==> config.mk <==
export PLATFORM = sky130hd
export DESIGN_NAME = vip_cfg_arbiter
export DESIGN_NICKNAME = d
export VERILOG_FILES = /design/src/rtl/vip_cfg_arbiter.sv
export SDC_FILE = /design/constraint.sdc
export NUM_CORES = 1
export LEC_CHECK = 0
export ABC_AREA = 1
export BUFFER_PORTS_ARGS = -buffer_cell sky130_fd_sc_hd__buf_2
export CAP_MARGIN = 20
export CELL_PAD_IN_SITES_DETAIL_PLACEMENT = 1
export CELL_PAD_IN_SITES_GLOBAL_PLACEMENT = 2
export CORE_AREA = 2 2 136 138
export DETAILED_ROUTE_END_ITERATION = 8
export DIE_AREA = 0 0 138 140
export GPL_TIMING_DRIVEN = 0
export PLACE_DENSITY_LB_ADDON = 0.1
export SLEW_MARGIN = 10
export SYNTH_ARGS = -nofsm -noshare
export SYNTH_HDL_FRONTEND = slang
export SYNTH_SLANG_ARGS = --single-unit
==> constraint.sdc <==
create_clock -name clk -period 7.9 [get_ports clk]
set_input_delay 0 -clock clk [delete_from_list [all_inputs] [get_ports clk]]
set_output_delay 0 -clock clk [all_outputs]
set_load 0.02 [all_outputs]
==> src/rtl/vip_cfg_arbiter.sv <==
// Round-robin burst arbiter onto one Avalon-MM config write port; 1-cycle handshake-to-write latency.
// req_ready is combinational and granted per burst; waitrequest stalls the held beat, a watchdog frees stuck grants.
module vip_cfg_arbiter #(
  parameter int N       = 3,
  parameter int TIMEOUT = 4095
) (
  input  logic            clk,
  input  logic            reset_n,
  input  logic [N-1:0]    req_valid,
  input  logic [N-1:0]    req_last,
  input  logic [N*9-1:0]  req_addr,
  input  logic [N*32-1:0] req_data,
  output logic [N-1:0]    req_ready,
  output logic [8:0]      address,
  output logic            write,
  output logic [31:0]     writedata,
  input  logic            waitrequest,
  output logic            busy,
  output logic [2:0]      grant_id,
  output logic            timeout_err
);

  typedef enum logic [1:0] {IDLE = 2'd0, XFER = 2'd1, HOLD = 2'd2} state_t;
  localparam logic [11:0] CNT_LAST = 12'(TIMEOUT - 1);

  state_t      state_q, state_d;
  logic [2:0]  rr_ptr_q, rr_ptr_d;
  logic [2:0]  grant_id_q, grant_id_d;
  logic [11:0] cnt_q, cnt_d;
  logic        last_q, last_d;
  logic        write_q, write_d;
  logic        busy_q, busy_d;
  logic        terr_q, terr_d;
  logic [8:0]  address_q, address_d;
  logic [31:0] wdata_q, wdata_d;

  logic        found, gnt_valid, hs, beat_last, inc, expire;
  logic [2:0]  winner, sel, rr_next;
  logic [8:0]  beat_addr;
  logic [31:0] beat_data;

  // Outer loop over search distance from rr_ptr, so the nearest valid requester wins.
  always_comb begin
    found  = 1'b0;
    winner = '0;
    for (int k = 0; k < N; k++) begin
      for (int i = 0; i < N; i++) begin
        if (!found && req_valid[i] && (i == (int'(rr_ptr_q) + k) % N)) begin
          found  = 1'b1;
          winner = 3'(i);
        end
      end
    end
  end

  always_comb begin
    sel       = (state_q == IDLE) ? winner : grant_id_q;
    beat_addr = '0;
    beat_data = '0;
    beat_last = 1'b0;
    gnt_valid = 1'b0;
    req_ready = '0;
    for (int i = 0; i < N; i++) begin
      if (sel == 3'(i)) begin
        beat_addr = req_addr[i*9 +: 9];
        beat_data = req_data[i*32 +: 32];
        beat_last = req_last[i];
      end
      if (grant_id_q == 3'(i)) gnt_valid = req_valid[i];
      req_ready[i] = (((state_q == IDLE) && found) || (state_q == HOLD)) && (sel == 3'(i));
    end
    hs      = |(req_valid & req_ready);
    rr_next = (grant_id_q == 3'(N - 1)) ? 3'd0 : grant_id_q + 3'd1;
  end

  always_comb begin
    state_d    = state_q;
    rr_ptr_d   = rr_ptr_q;
    grant_id_d = grant_id_q;
    last_d     = last_q;
    write_d    = write_q;
    busy_d     = busy_q;
    address_d  = address_q;
    wdata_d    = wdata_q;
    terr_d     = 1'b0;
    inc        = 1'b0;
    case (state_q)
      IDLE: begin
        if (hs) begin
          address_d  = beat_addr;
          wdata_d    = beat_data;
          last_d     = beat_last;
          write_d    = 1'b1;
          busy_d     = 1'b1;
          grant_id_d = winner;
          state_d    = XFER;
        end
      end
      XFER: begin
        if (!waitrequest) begin
          write_d = 1'b0;
          if (last_q) begin
            busy_d   = 1'b0;
            rr_ptr_d = rr_next;
            state_d  = IDLE;
          end else begin
            state_d = HOLD;
          end
        end else begin
          inc = 1'b1;
        end
      end
      HOLD: begin
        if (hs) begin
          address_d = beat_addr;
          wdata_d   = beat_data;
          last_d    = beat_last;
          write_d   = 1'b1;
          state_d   = XFER;
        end else if (!gnt_valid) begin
          inc = 1'b1;
        end
      end
      default: state_d = IDLE;
    endcase
    // inc is never set on an accepting or handshaking cycle, so those always win over expiry.
    expire = inc && (cnt_q == CNT_LAST);
    if (expire) begin
      write_d  = 1'b0;
      terr_d   = 1'b1;
      busy_d   = 1'b0;
      rr_ptr_d = rr_next;
      state_d  = IDLE;
    end
    if ((state_d != state_q) || hs) cnt_d = '0;
    else if (inc)                   cnt_d = cnt_q + 12'd1;
    else                            cnt_d = cnt_q;
  end

  always_ff @(posedge clk or negedge reset_n) begin
    if (!reset_n) begin
      state_q    <= IDLE;
      rr_ptr_q   <= '0;
      grant_id_q <= '0;
      cnt_q      <= '0;
      last_q     <= 1'b0;
      write_q    <= 1'b0;
      busy_q     <= 1'b0;
      terr_q     <= 1'b0;
      address_q  <= '0;
      wdata_q    <= '0;
    end else begin
      state_q    <= state_d;
      rr_ptr_q   <= rr_ptr_d;
      grant_id_q <= grant_id_d;
      cnt_q      <= cnt_d;
      last_q     <= last_d;
      write_q    <= write_d;
      busy_q     <= busy_d;
      terr_q     <= terr_d;
      address_q  <= address_d;
      wdata_q    <= wdata_d;
    end
  end

  assign address     = address_q;
  assign write       = write_q;
  assign writedata   = wdata_q;
  assign busy        = busy_q;
  assign grant_id    = grant_id_q;
  assign timeout_err = terr_q;

endmodule

==> impl_metrics.json, run 1 <==
{
  "grt_max_degree": 43,
  "viasPerCell": 4.833,
  "io_buffer_count": 180,
  "synth_nets": 874,
  "path_class": "flop to flop",
  "power_mw": 4.152,
  "final_common_cell": "nand2_1",
  "multi_input_area_sq_um": 2914,
  "post-route-period-util_pct": 72.68,
  "wl_met1_um": 8823,
  "wl_per_cell_um": 16.93,
  "met2_length_um": 10310,
  "cts_made_buffers": 9,
  "placed_cell_area_sq_um": 6151,
  "cp_common_cell": "nand2_1",
  "cts_resized": 0,
  "clkTransAtPathRegs_ns": 0.06,
  "cap_violations": 0,
  "hold_violations": 0,
  "final_util_pct": 41.18,
  "clock_latency_ns": 0.35,
  "maxSlewViolCount": 0,
  "synthCells": 718,
  "hold_ws_ns": 0.1385,
  "first_pass_iters": 4,
  "cp_max_fo": 10,
  "grt_setup_unrepaired": "false",
  "initial_core_util_pct": 27.75,
  "cpPeakStageDelay_ns": 0.58,
  "core_sq_um": 17780,
  "finalSetupViolCount": 0,
  "nNetsFinal": 1151,
  "vias": 5969,
  "place_ws_ns": 2.645,
  "grt_pass1_wl_um": 34560,
  "rows": 49,
  "grt_use_total_pct": 22.20,
  "ff_latch_area_sq_um": 1602,
  "cts_tree": "done",
  "clockBufferDepth": 2,
  "fill_cells": 2300,
  "die_x_um": 138,
  "outcome": "finished, final reports clean",
  "drc": 0,
  "ir_drop_mv": 0.2541,
  "antenna_left": 0,
  "ios": 182,
  "synth_cell_types": 39,
  "layout_min_cycle_time_ns": 5.742,
  "cts_setup_buffers": 0,
  "worstPathArrival_ns": 6.02,
  "syn_area_sq_um": 4933,
  "fmax_ghz": 0.1742,
  "die_height_um": 140,
  "critPathLaunchType": "flop",
  "reg2reg_from": "rr_ptr_q[2]",
  "seq_area_frac_synth_pct": 32.46,
  "routed.top_layer": "met4",
  "wl_um": 20900,
  "end_kind": "flop",
  "grt_pass1_vias": 6736,
  "syn_area_per_cell_sq_um": 6.871,
  "r2r_cells": 34,
  "worst_pin_slew_ns": 0.6228,
  "initialDrtViolationCount": 187,
  "dp_cells": 1128,
  "dr_wl_met3_um": 1251,
  "cp.required_ns": 8.18,
  "ys_ff_latch": 64,
  "grt-ovfl-total": 0,
  "finClkSkew_ns": 0.01078,
  "syn2layout_area_growth_pct": 48.41,
  "hp-class": "input pin to async pin",
  "cts_max_level": 3,
  "root_buffer": "clkbuf_16",
  "final_cell_mix": "nand2_1 (253), buf_2 (186), dlygate4sd3_1 (85)",
  "final.setup.worst_slack_ns": 2.158,
  "final_area_sq_um": 7322,
  "power_density_nw_per_um2": 567.1,
  "layout-drive-gt1-share_pct": 24.80,
  "stdcell_count": 1235,
  "power.leakage_nw": 3.643,
  "antenna_found_initial": 7,
  "die_area_sq_um": 19320,
  "hpwl_um": 15900,
  "cp_slowest_cell": "dlygate4sd3_1",
  "place_congestion": 0.8535,
  "max-slew-margin-rel_pct": 58.48,
  "tns_ns": 0,
  "yosys_warnings": 0,
  "crit_start": "rr_ptr_q[2]",
  "cts_sinks": 64
}
==> worst max-delay path, delay by kind of cell (launching register included) <==
| family | cells | cell delay (ns) |
|---|---|---|
| AO/OA/AOI/OAI | 1 | 0.18 |
| adder cells (fa/ha/maj) | 4 | 0.94 |
| buffers and inverters | 7 | 1.64 |
| flip-flops | 1 | 0.55 |
| AND/OR/NAND/NOR | 22 | 2.34 |
==> final cells by class <==
type	count	share of cell area [%]
buffer	27	1.811
inverter	76	3.896
clock buffer	10	3.264
timing repair buffer	266	24.33
clock inverter	6	0.9057
multi-input combinational	551	39.80
antenna	6	0.2051
tap	229	3.913
sequential	64	21.87
==> logic make-up (layout without fill, tap and decap cells) <==
family | count (synthesis) | count (layout) | synth area share [%]
XOR/XNOR | 10 | 10 | 1.775
other | 1 | 7 | 0.07601
adder cells (fa/ha/maj) | 24 | 24 | 6.087
buffers and inverters | 103 | 385 | 8.471
flip-flops | 64 | 64 | 32.46
AO/OA/AOI/OAI | 69 | 69 | 10.42
AND/OR/NAND/NOR | 447 | 447 | 40.71
==> final timing paths <==
check | slack (ns) | end
worst max-delay path | 2.16 | writedata[7]
worst min-delay path | 0.14 | address[8]
worst max register to register | 2.16 | writedata[7]
worst min register to register | 0.56 | cnt_q[3]
max in group asynchronous | 7.22 | last_q
min in group clk | 0.14 | busy
==> power breakdown <==
part | total (mW) | switching (mW) | internal, mW
logic | 3.14 | 1.93 | 1.21
registers | 0.589 | 0.105 | 0.483
clock network | 0.422 | 0.168 | 0.254
total | 4.15 | 2.21 | 1.94
==> registers in the layout (all words and copies together) (netlist names), 2 cells and up <==
name and count:
rr_ptr_q 3, writedata 32, state_q 2, grant_id 2, address 9, cnt_q 12
==> synthesized netlist by cell type <==
master | n | share of area [%]
nor2_4 | 2 | 0.46
nand2_4 | 4 | 0.91
nand3_1 | 46 | 4.7
nand2_1 | 253 | 19
or2_2 | 1 | 0.13
o31ai_1 | 1 | 0.15
nand4_2 | 2 | 0.51
clkbuf_1 | 13 | 0.99
o211ai_1 | 1 | 0.15
nor2_2 | 5 | 0.63
nand3_2 | 6 | 1.2
buf_4 | 4 | 0.61
clkinv_1 | 5 | 0.38
o21ai_1 | 4 | 0.41
buf_2 | 7 | 0.71
nand3b_1 | 2 | 0.30
nor3_2 | 1 | 0.20
o21ai_0 | 11 | 1.1
inv_2 | 5 | 0.38
nand2_2 | 10 | 1.3
buf_6 | 1 | 0.23
nor3_1 | 4 | 0.41
buf_1 | 2 | 0.15
a31oi_1 | 1 | 0.13
a41oi_1 | 42 | 7.5
nor2_1 | 81 | 6.2
ha_1 | 24 | 6.1
xor2_1 | 8 | 1.4
nand4_1 | 26 | 3.3
conb_1 | 1 | 0.076
nor2_8 | 2 | 0.81
a21oi_1 | 7 | 0.71
a22oi_1 | 1 | 0.15
o21a_1 | 1 | 0.15
and2_1 | 1 | 0.13
nand3_4 | 1 | 0.36
inv_1 | 66 | 5.0
dfrtp_1 | 64 | 32
xnor2_1 | 2 | 0.36
==> timing repair <==
item,CTS,global route
endpoints found under the setup margin,0,0
endpoints found under the hold margin,106,0
hold buffers,85,0
==> layer usage <==
layer,track usage (%),vias to the layer above
met5,0,-
met4,7.197,0
met3,6.325,32
met2,39.37,165
met1,25.89,2856
li1,-,2916
Power figures use the tool's default switching activity.
==> inputs of run 2 (changes only) <==
--- a/config.mk
+++ b/config.mk
@@ -10,9 +10,9 @@
 export CAP_MARGIN = 20
 export CELL_PAD_IN_SITES_DETAIL_PLACEMENT = 1
 export CELL_PAD_IN_SITES_GLOBAL_PLACEMENT = 2
-export CORE_AREA = 2 2 136 138
+export CORE_AREA = 2 2 147 149
 export DETAILED_ROUTE_END_ITERATION = 8
-export DIE_AREA = 0 0 138 140
+export DIE_AREA = 0 0 149 151
 export GPL_TIMING_DRIVEN = 0
 export PLACE_DENSITY_LB_ADDON = 0.1
 export SLEW_MARGIN = 10
==> constraint.sdc (replaced) <==
create_clock -name clk -period 4.69 [get_ports clk]
set_input_delay 0 -clock clk [delete_from_list [all_inputs] [get_ports clk]]
set_output_delay 0 -clock clk [all_outputs]
set_load 0.02 [all_outputs]
==> run 2 against run 1 <==
Against the previous run:
- cell area grew 17%
- clock skew fell by 0.0019 ns
- sequential cell count unchanged
- sequential power rose by 68%
- first-iteration DRC count fell by 5.9%
==> impl_metrics.json, run 2 (same netlist as run 1, synthesis figures left out) <==
{
  "seq_power_share_pct": 13.3,
  "worstPathArrival_ns": 4.81,
  "final_area_sq_um": 8562,
  "final_cell_mix": "nand2_1 (222), buf_2 (181), dlygate4sd3_1 (127)",
  "io_buffer_count": 180,
  "hpwl_um": 16640,
  "swShare_pct": 54.62,
  "wl_per_cell_um": 17.67,
  "post-route-period-util_pct": 97.20,
  "ir_drop_mv": 0.3773,
  "placed_cell_area_sq_um": 6208,
  "vias": 6459,
  "place_congestion": 0.8167,
  "outcome": "finished, final reports clean",
  "ios": 182,
  "busiest_layer": "met2",
  "grt_max_degree": 38,
  "hold_violations": 0,
  "grt_pass1_vias": 7169,
  "cp_common_cell": "buf_4",
  "die_area_sq_um": 22500,
  "root_buffer": "clkbuf_16",
  "layout-drive-gt1-share_pct": 34.07,
  "grtUsageMet2_pct": 37.44,
  "clkTransAtPathRegs_ns": 0.06,
  "rows": 53,
  "grt_use_total_pct": 21.05,
  "power_mw": 7.487,
  "grt-ovfl-total": 0,
  "p_int_mw": 3.398,
  "cts_max_level": 3,
  "final_common_cell": "nand2_1",
  "layout_min_cycle_time_ns": 4.559,
  "clockPowerShare_pct": 9.4,
  "grt_setup_unrepaired": "true",
  "cts_made_buffers": 9,
  "fmax_ghz": 0.2194,
  "nNetsFinal": 1234,
  "die_x_um": 149,
  "wl_um": 24010,
  "worst_pin_slew_ns": 0.6378,
  "cp_max_fo": 5,
  "clock_latency_ns": 0.34,
  "path_class": "flop to flop",
  "maxSlewViolCount": 0,
  "initial_core_util_pct": 23.69,
  "antenna_found_initial": 0,
  "initialDrtViolationCount": 176,
  "cpPeakStageDelay_ns": 0.48,
  "power_density_nw_per_um2": 874.5,
  "cp.required_ns": 4.94,
  "largest_reg_flops": 32,
  "clockBufferDepth": 2,
  "power_switching_mw": 4.090,
  "first_pass_iters": 4,
  "power.leakage_nw": 4.120,
  "stdcell_count": 1359,
  "max-slew-margin-rel_pct": 57.48,
  "core_sq_um": 20820,
  "antenna_left": 0,
  "finClkSkew_ns": 0.008889,
  "met1_usage_pct": 24.25,
  "dp_cells": 1174,
  "cts_tree": "done",
  "use_met3_pct": 5.422,
  "viasPerCell": 4.753,
  "critPathLaunchType": "flop",
  "cap_violations": 0,
  "syn2layout_area_growth_pct": 73.55,
  "finalSetupViolCount": 0,
  "drc": 0,
  "die_height_um": 151,
  "cts_sinks": 64,
  "hp-class": "input pin to async pin",
  "grt_pass1_wl_um": 37190,
  "combPwrFrac_pct": 77.4,
  "end_kind": "flop",
  "cp_slowest_cell": "dfrtp_2"
}
[run 2: cell types whose count changed in the layout (fill, tap and decap cells not counted), sizes merged]
| cell | change |
|---|---|
| buf | +38 |
| clkinvlp | -1 |
| inv | -2 |
| clkinv | +2 |
| diode | -5 |
| clkbuf | +4 |
| dlygate4sd3 | +42 |
[run 2: cell type report]
cell class              instances  area, sq um
repair buffers                349         2535
well taps                     275        344.1
diodes                          1        2.502
plain buffers                  27        191.4
flip-flops and latches         64         1605
multi-input cells             551         3288
clock inverters                 5        56.30
fillers                      2605        12260
clock buffers                  11        242.7
inverters                      76        296.5
[run 2: metrics by stage]
stage / hold WS (ns) / TNS (ns) / util, % / setup slack, ns
4_1_cts: 0.1464 / 0 / 38.86 / 0.001875
3_5_place_dp: -0.02002 / -30.49 / 29.82 / -0.6129
3_3_place_gp: 0.2849 / -20.64 / 29.67 / -0.4184
2_1_floorplan: -0.2956 / 0 / - / 0.4470
6_report: 0.1571 / 0 / 41.12 / 0.1311
5_1_grt: 0.1774 / -1.602 / 41.11 / -0.1442
[run 2: worst max-delay path, delay by kind of cell (launching register included)]
kind,cells,cell delay (ns)
flip-flops,1,0.48
AND/OR/NAND/NOR,14,1.31
adder cells (fa/ha/maj),4,0.74
AO/OA/AOI/OAI,1,0.14
buffers and inverters,15,1.79
[run 2: path summary, 6_finish.rpt]
kind | to | slack, ns | cells past startpoint | from
max in group asynchronous | address[1] | 3.95 | 3 | reset_n
min | state_q[1] | 0.16 | 2 | reset_n
min in group clk | busy | 0.19 | 5 | waitrequest
max reg2reg | grant_id[1] | 0.13 | 34 | rr_ptr_q[1]
min reg2reg | write | 0.55 | 2 | write
max | grant_id[1] | 0.13 | 34 | rr_ptr_q[1]
[run 2: power groups by stage]
stage,Sequential (mW),Clock (mW),Combinational [mW]
4_1_cts,0.980,0.721,5.00
6_report,0.992,0.702,5.79
3_3_place_gp,0.983,0,4.42
5_1_grt,1.02,0.750,6.43
3_5_place_dp,0.990,0,4.55
2_1_floorplan,1.21,0,2.90
[run 2: routing by layer]
metal	vias up	part of all wire [%]
li1	3079	-
met1	3132	41
met2	201	51
met3	47	5.1
met4	0	2.9
met5	-	0
[run 2: what timing repair did]
item,4_1_cts,5_1_grt
gates resized for setup,34,101
pin swaps,11,37
hold endpoints to repair,73,0
setup endpoints to repair,63,64
setup buffers,25,15
gates cloned,0,1
hold buffers,127,0
==> inputs of run 3 (changes only) <==
--- a/config.mk
+++ b/config.mk
@@ -11,6 +11,7 @@
 export CELL_PAD_IN_SITES_DETAIL_PLACEMENT = 1
 export CELL_PAD_IN_SITES_GLOBAL_PLACEMENT = 2
 export CORE_AREA = 2 2 147 149
+export CTS_BUF_LIST = sky130_fd_sc_hd__clkbuf_16
 export DETAILED_ROUTE_END_ITERATION = 8
 export DIE_AREA = 0 0 149 151
 export GPL_TIMING_DRIVEN = 0
==> constraint.sdc (replaced) <==
create_clock -name clk -period 4.69 [get_ports clk]
set_input_delay 0.2345 -clock clk [delete_from_list [all_inputs] [get_ports clk]]
set_output_delay 0.2345 -clock clk [all_outputs]
set_load 0.02 [all_outputs]
==> run 3 against run 2 <==
Against the previous run:
- first-iteration DRC count shrank 2.8%
- critical endpoint is now cnt_q[9]
- power fell by 3.9%
- worst setup slack improved by 0.088 ns
- worst hold slack better by 0.021 ns
- cell count shrank 8.8%
- global-route usage decreased by 2.0 points
==> impl_metrics.json, run 3 (same netlist as run 1, synthesis figures left out) <==
{
  "final_common_cell": "nand2_1",
  "vias": 5833,
  "placed_cell_area_sq_um": 6208,
  "largest_reg_flops": 32,
  "die_height_um": 151,
  "final_area_sq_um": 7253,
  "cpPeakStageDelay_ns": 0.47,
  "dr_wl_met3_um": 1281,
  "clkTransAtPathRegs_ns": 0.06,
  "hp-class": "input pin to flop",
  "seq_power_share_pct": 13.7,
  "clock_latency_ns": 0.34,
  "layout-drive-gt1-share_pct": 37.71,
  "rows": 53,
  "layout_min_cycle_time_ns": 4.471,
  "hpwl_um": 16640,
  "finClkSkew_ns": 0.008715,
  "nNetsFinal": 1111,
  "power_density_nw_per_um2": 992.4,
  "fill_cells": 2647,
  "min_path_cells": 3,
  "grt_use_total_pct": 19.05,
  "final.setup.worst_slack_ns": 0.2192,
  "crit_family": "simple AND/OR/NAND/NOR gates",
  "antenna_left": 0,
  "finalSetupViolCount": 0,
  "cts_tree": "done",
  "power_mw": 7.198,
  "grt_max_degree": 38,
  "die_area_sq_um": 22500,
  "cp.required_ns": 4.92,
  "cp_slowest_cell": "dfrtp_2",
  "swShare_pct": 54.90,
  "p_int_mw": 3.246,
  "dp_cells": 1174,
  "first_pass_iters": 4,
  "clockBufferDepth": 2,
  "path_class": "flop to flop",
  "initial_core_util_pct": 23.69,
  "worst-path-buf-inv": 5,
  "post-route-period-util_pct": 95.33,
  "ir_drop_mv": 0.3650,
  "hold_ws_ns": 0.1779,
  "met2_length_um": 10730,
  "final_util_pct": 34.83,
  "outcome": "finished, final reports clean",
  "syn2layout_area_growth_pct": 47.02,
  "die_x_um": 149,
  "stdcell_count": 1240,
  "cts_max_level": 3,
  "combPwrFrac_pct": 76.8,
  "antenna_found_initial": 7,
  "cts_made_buffers": 9,
  "root_buffer": "clkbuf_16",
  "clockPowerShare_pct": 9.5,
  "wl_per_cell_um": 17.38,
  "grt-ovfl-total": 0,
  "place_congestion": 0.8167,
  "initialDrtViolationCount": 171,
  "wl_um": 21550,
  "wl_met1_um": 9102,
  "max-slew-margin-rel_pct": 56.45,
  "fmax_ghz": 0.2237,
  "cap_violations": 0,
  "io_buffer_count": 180,
  "ios": 182,
  "grt_setup_unrepaired": "true",
  "cp_max_fo": 10,
  "final_cell_mix": "nand2_1 (226), buf_2 (181), nor2_1 (73)",
  "hold_violations": 0,
  "viasPerCell": 4.704,
  "cp_common_cell": "nand2_2",
  "routed.top_layer": "met5",
  "grt_pass1_wl_um": 33380,
  "cts_sinks": 64,
  "place_ws_ns": -0.6129,
  "worstPathArrival_ns": 4.70,
  "critPathLaunchType": "flop",
  "worst_pin_slew_ns": 0.6533,
  "end_kind": "flop",
  "power.leakage_nw": 3.577,
  "r2r_cells": 33,
  "grt_pass1_vias": 6264,
  "drc": 0,
  "power_switching_mw": 3.951,
  "worst-path-stages": 33,
  "tns_ns": 0,
  "core_sq_um": 20820,
  "maxSlewViolCount": 0
}
==> run 3: per-layer routing <==
metal / track usage (%) / up-vias
li1: - / 2838
met1: 22.66 / 2815
met2: 32.90 / 149
met3: 5.753 / 29
met4: 6.190 / 2
met5: 0 / -
==> run 3: worst paths after layout <==
check                                 to          from  slack [ns]
min in group asynchronous     state_q[1]       reset_n        0.39
setup / recovery                cnt_q[9]   rr_ptr_q[1]        0.22
hold reg to reg                    write         write        0.55
hold / removal             writedata[15]  req_data[15]        0.18
max in group asynchronous     address[7]       reset_n        3.73
setup reg to reg                cnt_q[9]   rr_ptr_q[1]        0.22
==> run 3: cell type report <==
cell class	count	area [sq um]	share of cell area [%]
flip-flops and latches	64	1605	22.13
plain buffers	27	180.2	2.484
clock buffers	9	225.2	3.105
well taps	275	344.1	4.744
multi-input cells	551	3238	44.64
repair buffers	226	1290	17.79
diodes	5	12.51	0.1725
inverters	76	294.0	4.054
clock inverters	7	63.81	0.8798
==> run 3: timing repair <==
| item | CTS | global route |
|---|---|---|
| cloned | 1 | 0 |
| hold buffers | 1 | 0 |
| hold endpoints to repair | 27 | 0 |
| gates resized for setup | 38 | 78 |
| pin swaps | 10 | 44 |
| endpoints found under the setup margin | 65 | 65 |
| buffers inserted | 25 | 19 |
==> run 3: worst min-delay path, stage by stage <==
cell and delay (ns):
buf_2 0.10, nand2_1 0.05, a41oi_1 0.10
==> run 3: power by group through the flow <==
stage          logic, mW  clock network, mW  registers [mW]
3_3_place_gp        4.42                  0           0.983
2_1_floorplan       2.90                  0            1.21
4_1_cts             4.99              0.702           0.980
6_report            5.53              0.686           0.983
5_1_grt             6.17              0.730            1.02
3_5_place_dp        4.55                  0           0.990
